===== src/rtl/sap_control_sequencer_if.sv =====
// Bus between the control sequencer and the rest of the 8-bit computer:
// instruction/flag inputs, run control, and the control word fan-out.
interface sap_control_sequencer_if;
    logic        step_en;   // advance enable (single-step/run control)
    logic [3:0]  opcode;    // upper nibble of the instruction register
    logic        flag_c;    // registered carry flag
    logic        flag_z;    // registered zero flag
    logic [15:0] ctrl;      // control word to every bus participant
    logic [2:0]  step;      // current microstep, T0 = 0
    logic        halted;    // high once HLT has executed

    // The sequencer initiates every bus transfer, so it is the master.
    modport master (
        input  step_en, opcode, flag_c, flag_z,
        output ctrl, step, halted
    );

    modport slave (
        output step_en, opcode, flag_c, flag_z,
        input  ctrl, step, halted
    );
endinterface


===== src/rtl/sap_control_sequencer.sv =====
// Microcoded control sequencer: steps the fetch/execute microstep counter and
// decodes opcode, flags and step into one 16-bit control word per clock.
module sap_control_sequencer #(
    parameter int EARLY_END = 1,  // 1: skip trailing empty microsteps
    parameter int NUM_STEPS = 5   // microsteps per instruction, 3..8
) (
    input logic                       clk,
    input logic                       rst_n,
    sap_control_sequencer_if.master   bus
);

    // Word with every strobe deasserted (active-low bits high).
    localparam logic [15:0] CTRL_IDLE = 16'h6DFE;
    localparam logic [2:0]  STEP_LAST = 3'(NUM_STEPS - 1);

    // Each constant is the bit that flips away from CTRL_IDLE when the
    // signal is asserted, so XOR works for both polarities alike.
    localparam logic [15:0] C_HLT = 16'h0001;
    localparam logic [15:0] C_MI  = 16'h0002;
    localparam logic [15:0] C_RI  = 16'h0004;
    localparam logic [15:0] C_RO  = 16'h0008;
    localparam logic [15:0] C_IO  = 16'h0010;
    localparam logic [15:0] C_II  = 16'h0020;
    localparam logic [15:0] C_AI  = 16'h0040;
    localparam logic [15:0] C_AO  = 16'h0080;
    localparam logic [15:0] C_EO  = 16'h0100;
    localparam logic [15:0] C_SU  = 16'h0200;
    localparam logic [15:0] C_BI  = 16'h0400;
    localparam logic [15:0] C_OI  = 16'h0800;
    localparam logic [15:0] C_CE  = 16'h1000;
    localparam logic [15:0] C_CO  = 16'h2000;
    localparam logic [15:0] C_J   = 16'h4000;
    localparam logic [15:0] C_FI  = 16'h8000;

    typedef enum logic [3:0] {
        OP_NOP = 4'd0,
        OP_LDA = 4'd1,
        OP_ADD = 4'd2,
        OP_SUB = 4'd3,
        OP_STA = 4'd4,
        OP_LDI = 4'd5,
        OP_JMP = 4'd6,
        OP_JC  = 4'd7,
        OP_JZ  = 4'd8,
        OP_OUT = 4'd14,
        OP_HLT = 4'd15
    } opcode_e;

    logic [2:0]  r_step;
    logic        r_halted;
    logic [2:0]  w_step_nxt;
    logic        w_halted_nxt;
    logic [15:0] w_assert;     // signals asserted in the current step
    logic [2:0]  w_last_busy;  // last microstep that carries microcode
    logic        w_early_end;
    logic        w_t2;
    logic        w_t3;
    logic        w_t4;

    // State register: microstep counter and halt latch.
    // NOTE: sequential state uses non-blocking assignments so every flop
    // samples pre-edge values, independent of process ordering.
    always_ff @(posedge clk or negedge rst_n) begin
        if (!rst_n) begin
            r_step   <= 3'd0;
            r_halted <= 1'b0;
        end else begin
            r_step   <= w_step_nxt;
            r_halted <= w_halted_nxt;
        end
    end

    // Microcode decode: asserted signals and last busy step for this opcode.
    // NOTE: every variable gets a default first so no path leaves it
    // unassigned, which would otherwise infer a latch.
    always_comb begin
        w_assert    = '0;
        w_last_busy = 3'd1;
        w_t2        = (r_step == 3'd2);
        w_t3        = (r_step == 3'd3);
        w_t4        = (r_step == 3'd4);

        // Fetch is opcode-independent; II in T1 updates opcode for T2 on.
        case (r_step)
            3'd0:    w_assert = C_CO | C_MI;
            3'd1:    w_assert = C_RO | C_II | C_CE;
            default: w_assert = '0;
        endcase

        case (bus.opcode)
            OP_LDA: begin
                w_last_busy = 3'd3;
                if (w_t2) w_assert = C_IO | C_MI;
                if (w_t3) w_assert = C_RO | C_AI;
            end
            OP_ADD, OP_SUB: begin
                w_last_busy = 3'd4;
                if (w_t2) w_assert = C_IO | C_MI;
                if (w_t3) w_assert = C_RO | C_BI;
                if (w_t4) w_assert = C_EO | C_AI | C_FI
                                   | ((bus.opcode == OP_SUB) ? C_SU : 16'h0000);
            end
            OP_STA: begin
                w_last_busy = 3'd3;
                if (w_t2) w_assert = C_IO | C_MI;
                if (w_t3) w_assert = C_AO | C_RI;
            end
            OP_LDI: begin
                w_last_busy = 3'd2;
                if (w_t2) w_assert = C_IO | C_AI;
            end
            OP_JMP: begin
                w_last_busy = 3'd2;
                if (w_t2) w_assert = C_IO | C_J;
            end
            OP_JC: begin
                // A jump not taken leaves T2 empty, so early end applies there.
                w_last_busy = bus.flag_c ? 3'd2 : 3'd1;
                if (w_t2 && bus.flag_c) w_assert = C_IO | C_J;
            end
            OP_JZ: begin
                w_last_busy = bus.flag_z ? 3'd2 : 3'd1;
                if (w_t2 && bus.flag_z) w_assert = C_IO | C_J;
            end
            OP_OUT: begin
                w_last_busy = 3'd2;
                if (w_t2) w_assert = C_AO | C_OI;
            end
            OP_HLT: begin
                w_last_busy = 3'd2;
                if (w_t2) w_assert = C_HLT;
            end
            default: w_last_busy = 3'd1;  // NOP and unused opcodes 9..13
        endcase

        w_early_end = (EARLY_END != 0) && (r_step >= 3'd2) && (r_step >= w_last_busy);
    end

    // Next-state: advance, wrap or early-end the step; HLT at T2 halts.
    always_comb begin
        w_step_nxt   = r_step;
        w_halted_nxt = r_halted;
        if (bus.step_en && !r_halted) begin
            if (w_t2 && (bus.opcode == OP_HLT)) begin
                w_halted_nxt = 1'b1;
                w_step_nxt   = 3'd0;
            end else if ((r_step == STEP_LAST) || w_early_end) begin
                w_step_nxt   = 3'd0;
            end else begin
                w_step_nxt   = r_step + 3'd1;
            end
        end
    end

    // Control word: idle while in reset, HLT-only while halted, else decode.
    always_comb begin
        if (!rst_n) begin
            bus.ctrl = CTRL_IDLE;
        end else if (r_halted) begin
            bus.ctrl = CTRL_IDLE | C_HLT;
        end else begin
            bus.ctrl = CTRL_IDLE ^ w_assert;
        end
    end

    assign bus.step   = r_step;
    assign bus.halted = r_halted;

endmodule


===== src/flat_wrapper.sv =====
// flat-port wrapper written by rule: the top's interface ports become plain ports
module sap_control_sequencer_flat 
#(
    parameter int EARLY_END = 1,                                      
    parameter int NUM_STEPS = 5                                      
)
  (clk, rst_n, bus_step_en, bus_opcode, bus_flag_c, bus_flag_z, bus_ctrl, bus_step, bus_halted);
  sap_control_sequencer_if bus_i ();
  input logic clk;
  input logic rst_n;
  input wire logic [$bits(bus_i.step_en)-1:0] bus_step_en;
  input wire logic [$bits(bus_i.opcode)-1:0] bus_opcode;
  input wire logic [$bits(bus_i.flag_c)-1:0] bus_flag_c;
  input wire logic [$bits(bus_i.flag_z)-1:0] bus_flag_z;
  output wire logic [$bits(bus_i.ctrl)-1:0] bus_ctrl;
  output wire logic [$bits(bus_i.step)-1:0] bus_step;
  output wire logic [$bits(bus_i.halted)-1:0] bus_halted;
  assign bus_i.step_en = bus_step_en;
  assign bus_i.opcode = bus_opcode;
  assign bus_i.flag_c = bus_flag_c;
  assign bus_i.flag_z = bus_flag_z;
  assign bus_ctrl = bus_i.ctrl;
  assign bus_step = bus_i.step;
  assign bus_halted = bus_i.halted;
  sap_control_sequencer #(.EARLY_END(EARLY_END), .NUM_STEPS(NUM_STEPS)) u_core (.clk(clk), .rst_n(rst_n), .bus(bus_i));
endmodule

===== config.mk =====
export PLATFORM = sky130hd
export DESIGN_NAME = sap_control_sequencer_flat
export DESIGN_NICKNAME = d
export VERILOG_FILES = /design/src/rtl/sap_control_sequencer_if.sv /design/src/rtl/sap_control_sequencer.sv /design/src/flat_wrapper.sv
export SDC_FILE = /design/constraint.sdc
export NUM_CORES = 1
export LEC_CHECK = 0
export ABC_AREA = 1
export BUFFER_PORTS_ARGS = -buffer_cell sky130_fd_sc_hd__clkbuf_2
export CELL_PAD_IN_SITES_DETAIL_PLACEMENT = 0
export CELL_PAD_IN_SITES_GLOBAL_PLACEMENT = 1
export CORE_MARGIN = 3
export CORE_UTILIZATION = 32
export CTS_CLUSTER_SIZE = 24
export DETAILED_ROUTE_END_ITERATION = 7
export PLACE_DENSITY_LB_ADDON = 0.05
export SETUP_SLACK_MARGIN = 0.15
export SYNTH_ARGS = -nofsm -noshare
export SYNTH_HDL_FRONTEND = slang
export SYNTH_SLANG_ARGS = --single-unit

===== constraint.sdc =====
create_clock -name clk -period 2.19 [get_ports clk]
set_input_delay 0.438 -clock clk [delete_from_list [all_inputs] [get_ports clk]]
set_output_delay 0.438 -clock clk [all_outputs]
set_load 0.005 [all_outputs]

== Word-level counts from Yosys, hierarchy flattened ==
Index checks and enable logic that the tools add are counted.
Cells by class
  add/subtract/negate cells: 1
  $lt $le $gt $ge: 2
  equal/unequal tests: 14
  multiplexer cells: 21
  bitwise logic cells: 1
  reductions and logical operators: 12
Operator list (number)
  $pmux 16 s9: 1
  $mux 16: 5
  $mux 14: 5
  $mux 15: 3
  $pmux 14 s2: 1
  $eq 4x3->1 const B: 4
  $pmux 3 s5: 1
  $eq 4x4->1 const B: 3
  $not 12->12: 1
  $mux 10: 1
  $eq 4x2->1 const B: 2
  $eq 3x2->1 const B: 2
  $mux 3: 2
  $logic_and 1x1->1: 5
  $eq 4x1->1 const B: 1
  $mux 2: 2
  $reduce_or 2->1: 2
  $reduce_or 4->1: 1
  $add 3x1->3 const B: 1
  $eq 3x1->1 const B: 1
  $eq 3x3->1 const B: 1
  $ge 3x2->1 const B: 1
  $ge 3x3->1: 1
  $logic_not 3->1: 1
  3 further kinds: 3
Word-level totals
  register bits: 4
  input bits: 9
  output and inout bits: 20
  word-level logic and storage cells: 53

== Logic depth before layout (Yosys ltp) ==
  word-level depth: 9
  depth in mapped cells: 13
  gate-level depth less buffers: 13

== Worst setup path before layout ==
No wires, ideal clock.
  kind: input-to-reg
  start: in bus_opcode[3]
  end: reg u_core.r_step[1] (netlist: u_core.bus.step[1])
  setup time: 65 ps
  arrival time: 1888 ps
  data required time: 2125 ps
  setup slack: 237 ps
  stages on the path: 12
  buffers on the path: 0
  path through: nor2_1 > nand2_2 > nand2_2 > nor2_2 > nand3_4 > o311ai_0 > ha_1 > nand3_1 > o211ai_1 > o22ai_1 > nand3_1 > nand2_1
Between the ends
  word-level cells in the longest chain between the ends: 8
  elaborated cells between the ends (all ways): 20
  those cells by class: 1 x order compare; 10 x eq/ne; 3 x mux; 6 x reduce/logical
RTL lines
  from (decl): RTL line flat_wrapper.sv:12  | input wire logic [$bits(bus_i.opcode)-1:0] bus_opcode;
  $eq 4x3->1, or another cell as far along: RTL line sap_control_sequencer.sv:90  | case (bus.opcode)
  $reduce_or 4->1 (no line), or another cell as far along
  $pmux 3 s5: RTL line sap_control_sequencer.sv:90
  $ge 3x3->1: RTL line sap_control_sequencer.sv:136  | w_early_end = (EARLY_END != 0) && (r_step >= 3'd2) && (r_step >= w_last_busy);
  $logic_and 1x1->1: RTL line sap_control_sequencer.sv:136
  $logic_or 1x1->1: RTL line sap_control_sequencer.sv:147  | end else if ((r_step == STEP_LAST) || w_early_end) begin
  $mux 3: RTL line sap_control_sequencer.sv:147
  $mux 3 (*): RTL line sap_control_sequencer.sv:144  | if (w_t2 && (bus.opcode == OP_HLT)) begin
  to (signal assigned): RTL line sap_control_sequencer.sv:68  | r_step <= w_step_nxt;
  to (decl): RTL line sap_control_sequencer.sv:49  | logic [2:0] r_step;
Every way passes the cells marked *; elsewhere a longest branch is shown, timed or not.
A chain may end at the register's enable or synchronous reset.

== Worst setup path after layout ==
  start: reg u_core.r_step[0] (netlist: u_core.bus.step[0])
  end: out bus_ctrl[12]
Between the ends
  word-level cells in the longest chain between the ends: 8
  elaborated cells between the ends (all ways): 22
  those cells by class: 4 x eq/ne; 15 x mux; 3 x reduce/logical
RTL lines
  $eq 3x1->1 / $logic_not 3->1 (equally long branches): RTL line sap_control_sequencer.sv:84  | case (r_step)
  $pmux 14 s2: RTL line sap_control_sequencer.sv:84
  $mux 14: RTL line sap_control_sequencer.sv:93, sap_control_sequencer.sv:98, sap_control_sequencer.sv:105
  $mux 16: RTL line sap_control_sequencer.sv:99  | if (w_t3) w_assert = C_RO | C_BI;
  $mux 16: RTL line sap_control_sequencer.sv:100  | if (w_t4) w_assert = C_EO | C_AI | C_FI
  $pmux 16 s9 (*): RTL line sap_control_sequencer.sv:90
  $mux 16 (*): RTL line sap_control_sequencer.sv:159  | end else if (r_halted) begin
  $mux 16 (*): RTL line sap_control_sequencer.sv:157  | if (!rst_n) begin
  to (decl): RTL line flat_wrapper.sv:15  | output wire logic [$bits(bus_i.ctrl)-1:0] bus_ctrl;
Marks and branches as above.

==> reports/qor.json <==
{
  "critical_path.max_stage_delay": {"value": 0.43, "unit": "ns"},
  "fin_area": {"value": 1500, "unit": "µm²"},
  "insertion_delay": {"value": 0.23, "unit": "ns"},
  "timing.clock.skew": {"value": 0.000703, "unit": "ns"},
  "power_density": {"value": 230, "unit": "nW/µm²"},
  "seq_area_frac_synth": {"value": 11.9, "unit": "%"},
  "vias_per_cell": {"value": 5.06},
  "area_post_placement": {"value": 1110, "unit": "µm²"},
  "place.detailed.hpwl": {"value": 2.18, "unit": "mm"},
  "synthesis.area": {"value": 842, "unit": "µm²"},
  "setup_violations": {"value": 0},
  "worst_ir_drop_vdd": {"value": 0.000214, "unit": "V"},
  "clock_path_buffers": {"value": 2},
  "criticalPathCategory": {"value": "flop to primary output"},
  "grt.total_usage": {"value": 17.3, "unit": "%"},
  "grt_remaining_overflow": {"value": 0},
  "hold_buf_cts": {"value": 0},
  "iteration_count_of_the_initial_detailed_routing_pass": {"value": 4},
  "detailroute.via_count": {"value": 1178},
  "count_of_filler_cells_inserted_in_the_layout": {"value": 222},
  "worst-path-max-fanout": {"value": 4},
  "number_of_antenna_violations_at_the_first_check_in_global_routing": {"value": 0},
  "finalMaxSlewViolations": {"value": 0},
  "route.final.wire_length": {"value": 2.96, "unit": "mm"},
  "worst_setup_hold_path_clk_slew": {"value": 0.04, "unit": "ns"},
  "design_power_total": {"value": 0.000345, "unit": "W"},
  "number_of_cell_rows": {"value": 17},
  "most-common-layout-cells": {"value": "sky130_fd_sc_hd__nand2_1 (28), sky130_fd_sc_hd__buf_4 (23), sky130_fd_sc_hd__clkbuf_2 (19)"},
  "cp_cell_sequence": {"value": "inv_2 > ha_1 > inv_2 > nor2_4 > nand2_1 > nand2_1 > nand3_2 > nand2_1 > nand3_1 > nand2_2 > inv_2 > clkbuf_2"},
  "yosysWarningCount": {"value": 0},
  "gate_count_after_technology_mapping": {"value": 149},
  "fp.dieArea": {"value": 3280, "unit": "µm²"},
  "grt_first_pass_wirelength": {"value": 4.55, "unit": "mm"},
  "run_status": {"value": "completed"},
  "h-tree-depth": {"value": 1},
  "crit_path_top_delay_cell": {"value": "sky130_fd_sc_hd__dfrtp_2"},
  "cts_buffers": {"value": 3},
  "setup_repair_after_global_routing_missed_its_margin": {"value": "true"},
  "routabilityCongestion": {"value": 0.844},
  "maxClockFrequency": {"value": 0.469, "unit": "GHz"},
  "detail_route.wl_per_cell": {"value": 12.7, "unit": "µm"},
  "cts_root_buf": {"value": "sky130_fd_sc_hd__clkbuf_4"},
  "n_antenna_cell": {"value": 0},
  "min_period": {"value": 2.13, "unit": "ns"},
  "final_layout_size_suffix_gt1_share": {"value": 59.0, "unit": "%"},
  "tritoncts": {"value": "yes"},
  "ioPinCount": {"value": 29},
  "worstSetupStartpointType": {"value": "flop"},
  "layout.cells.most_common": {"value": "sky130_fd_sc_hd__nand2_1"},
  "post_synth.cell_area_avg": {"value": 5.65, "unit": "µm²"},
  "initial_utilization": {"value": 35.7, "unit": "%"},
  "grt_start_max_net_pins": {"value": 9},
  "numPortBuffers": {"value": 28},
  "flop_and_latch_count_out_of_synthesis": {"value": 4},
  "timing.critical_path.to_type": {"value": "primary output"},
  "timing.critical_path.arrival": {"value": 1.69, "unit": "ns"},
  "synth.lib_cells_used.distinct": {"value": 24},
  "drt_drc_violations_left": {"value": 0},
  "relSlewSlack": {"value": 82.1, "unit": "%"},
  "hold_viol": {"value": 0},
  "synthToLayoutAreaGrowth": {"value": 78.0, "unit": "%"},
  "fin_crit_sh": {"value": 97.4, "unit": "%"},
  "max_cap_violations": {"value": 0},
  "worst_slew_pin_slew": {"value": 0.264, "unit": "ns"},
  "syn_nets": {"value": 166},
  "detail-route-antenna-nets": {"value": 0},
  "drt-initial-drc-count": {"value": 50},
  "wp_data_required": {"value": 1.75, "unit": "ns"},
  "min_path_type": {"value": "input port to async pin"},
  "cts_sinks": {"value": 4},
  "floorplan.die.width": {"value": 57.3, "unit": "µm"},
  "first_global_vias": {"value": 1034},
  "cellLeakagePower": {"value": 0.732, "unit": "nW"},
  "floorplan.core_area": {"value": 2360, "unit": "µm²"},
  "finalNetCount": {"value": 224},
  "chipHeight": {"value": 57.3, "unit": "µm"}
}
per-layer routing:
layer,vias up,track usage [%],share of wire (%)
met1,551,21.6,41
met3,4,2.71,3.7
met2,29,29.9,54
met4,0,6.29,1.2
met5,-,0,0
li1,594,-,-
layout make-up:
cell class | count | area (µm²) | share of cell area, %
multi-input combinational | 116 | 863 | 57.6
timing repair buffer | 53 | 360 | 24.0
inverter | 29 | 114 | 7.60
sequential | 4 | 104 | 6.93
tap | 28 | 35.0 | 2.34
clock buffer | 3 | 22.5 | 1.50
kinds of logic (layout without fill, tap and decap cells):
logic type                 after synthesis  count (layout)  synth area share (%)
buffers and inverters                   29              85                  12.9
and+or+nand+nor                         87              87                  48.9
AOI/OAI and AO/OA                       21              21                  14.4
DFF                                      4               4                  11.9
adders and majority gates                8               8                  11.9
state kept, by name, summed over array words and instances, names as in the netlist:
register / cells
u_core.bus.step: 3
u_core.bus.halted: 1
report_power, final:
group / internal, W / switching [W]
registers: 0.0000766 / 0.00000215
clock network: 0.0000612 / 0.0000285
logic: 0.0000755 / 0.000101
synthesized netlist by cell type:
| cell | instances | share of area, % |
|---|---|---|
| sky130_fd_sc_hd__a21boi_0 | 1 | 0.89 |
| sky130_fd_sc_hd__a21oi_1 | 10 | 5.9 |
| sky130_fd_sc_hd__dfrtp_1 | 4 | 12 |
| sky130_fd_sc_hd__ha_1 | 8 | 12 |
| sky130_fd_sc_hd__inv_1 | 28 | 12 |
| sky130_fd_sc_hd__inv_2 | 1 | 0.45 |
| sky130_fd_sc_hd__nand2_1 | 37 | 16 |
| sky130_fd_sc_hd__nand2_2 | 5 | 3.7 |
| sky130_fd_sc_hd__nand2_4 | 1 | 1.3 |
| sky130_fd_sc_hd__nand3_1 | 15 | 8.9 |
| sky130_fd_sc_hd__nand3_4 | 1 | 2.1 |
| sky130_fd_sc_hd__nand3b_1 | 1 | 0.89 |
| sky130_fd_sc_hd__nand4_1 | 1 | 0.74 |
| sky130_fd_sc_hd__nor2_1 | 16 | 7.1 |
| sky130_fd_sc_hd__nor2_2 | 4 | 3.0 |
| sky130_fd_sc_hd__nor2_4 | 1 | 1.3 |
| sky130_fd_sc_hd__nor3_1 | 3 | 1.8 |
| sky130_fd_sc_hd__nor4_1 | 2 | 1.5 |
| sky130_fd_sc_hd__o211ai_1 | 2 | 1.8 |
| sky130_fd_sc_hd__o21ai_0 | 4 | 2.4 |
| sky130_fd_sc_hd__o21ai_1 | 1 | 0.59 |
| sky130_fd_sc_hd__o21ai_2 | 1 | 1.0 |
| sky130_fd_sc_hd__o22ai_1 | 1 | 0.74 |
| sky130_fd_sc_hd__o311ai_0 | 1 | 1.0 |
final timing paths:
kind | endpoint | startpoint | depth (start not counted) | slack [ns]
setup / recovery | bus_ctrl[12] | u_core.bus.step[0] | 12 | 0.06
hold / removal | u_core.bus.step[1] | rst_n | 1 | 0.02
setup reg to reg | u_core.bus.step[0] | u_core.bus.step[2] | 7 | 0.55
hold reg to reg | u_core.bus.halted | u_core.bus.halted | 2 | 0.58
max in group asynchronous | u_core.bus.step[2] | rst_n | 1 | 2.02
min in group clk | u_core.bus.halted | bus_step_en | 3 | 0.47
through the flow:
step / utilization (%) / setup slack (ns) / TNS [ns] / hold WS, ns / instances
after detailed placement: 46.9 / -0.0541 / -0.123 / 0.260 / 217
after floorplan: - / 0.237 / 0 / 0.142 / 149
after global routing: 63.5 / -0.0655 / -0.185 / 0.00299 / 233
final: 63.5 / 0.0574 / 0 / 0.0157 / 233
after CTS: 54.8 / 0.0771 / 0 / 0.00764 / 226
after global placement: 46.9 / -0.00558 / -0.00784 / 0.255 / 217
critical path: cells and delay by family (launching register included):
family,cells,cell delay [ns]
buf+inv,4,0.26
simple gates,7,0.63
flops,1,0.43
fa+ha+maj,1,0.15
repair_timing:
item,4_1_cts,5_1_grt
resized for setup,38,58
pin swaps,7,11
setup buffers,6,7
endpoints found under the setup margin,16,18
(Power assumes the default switching activity.)
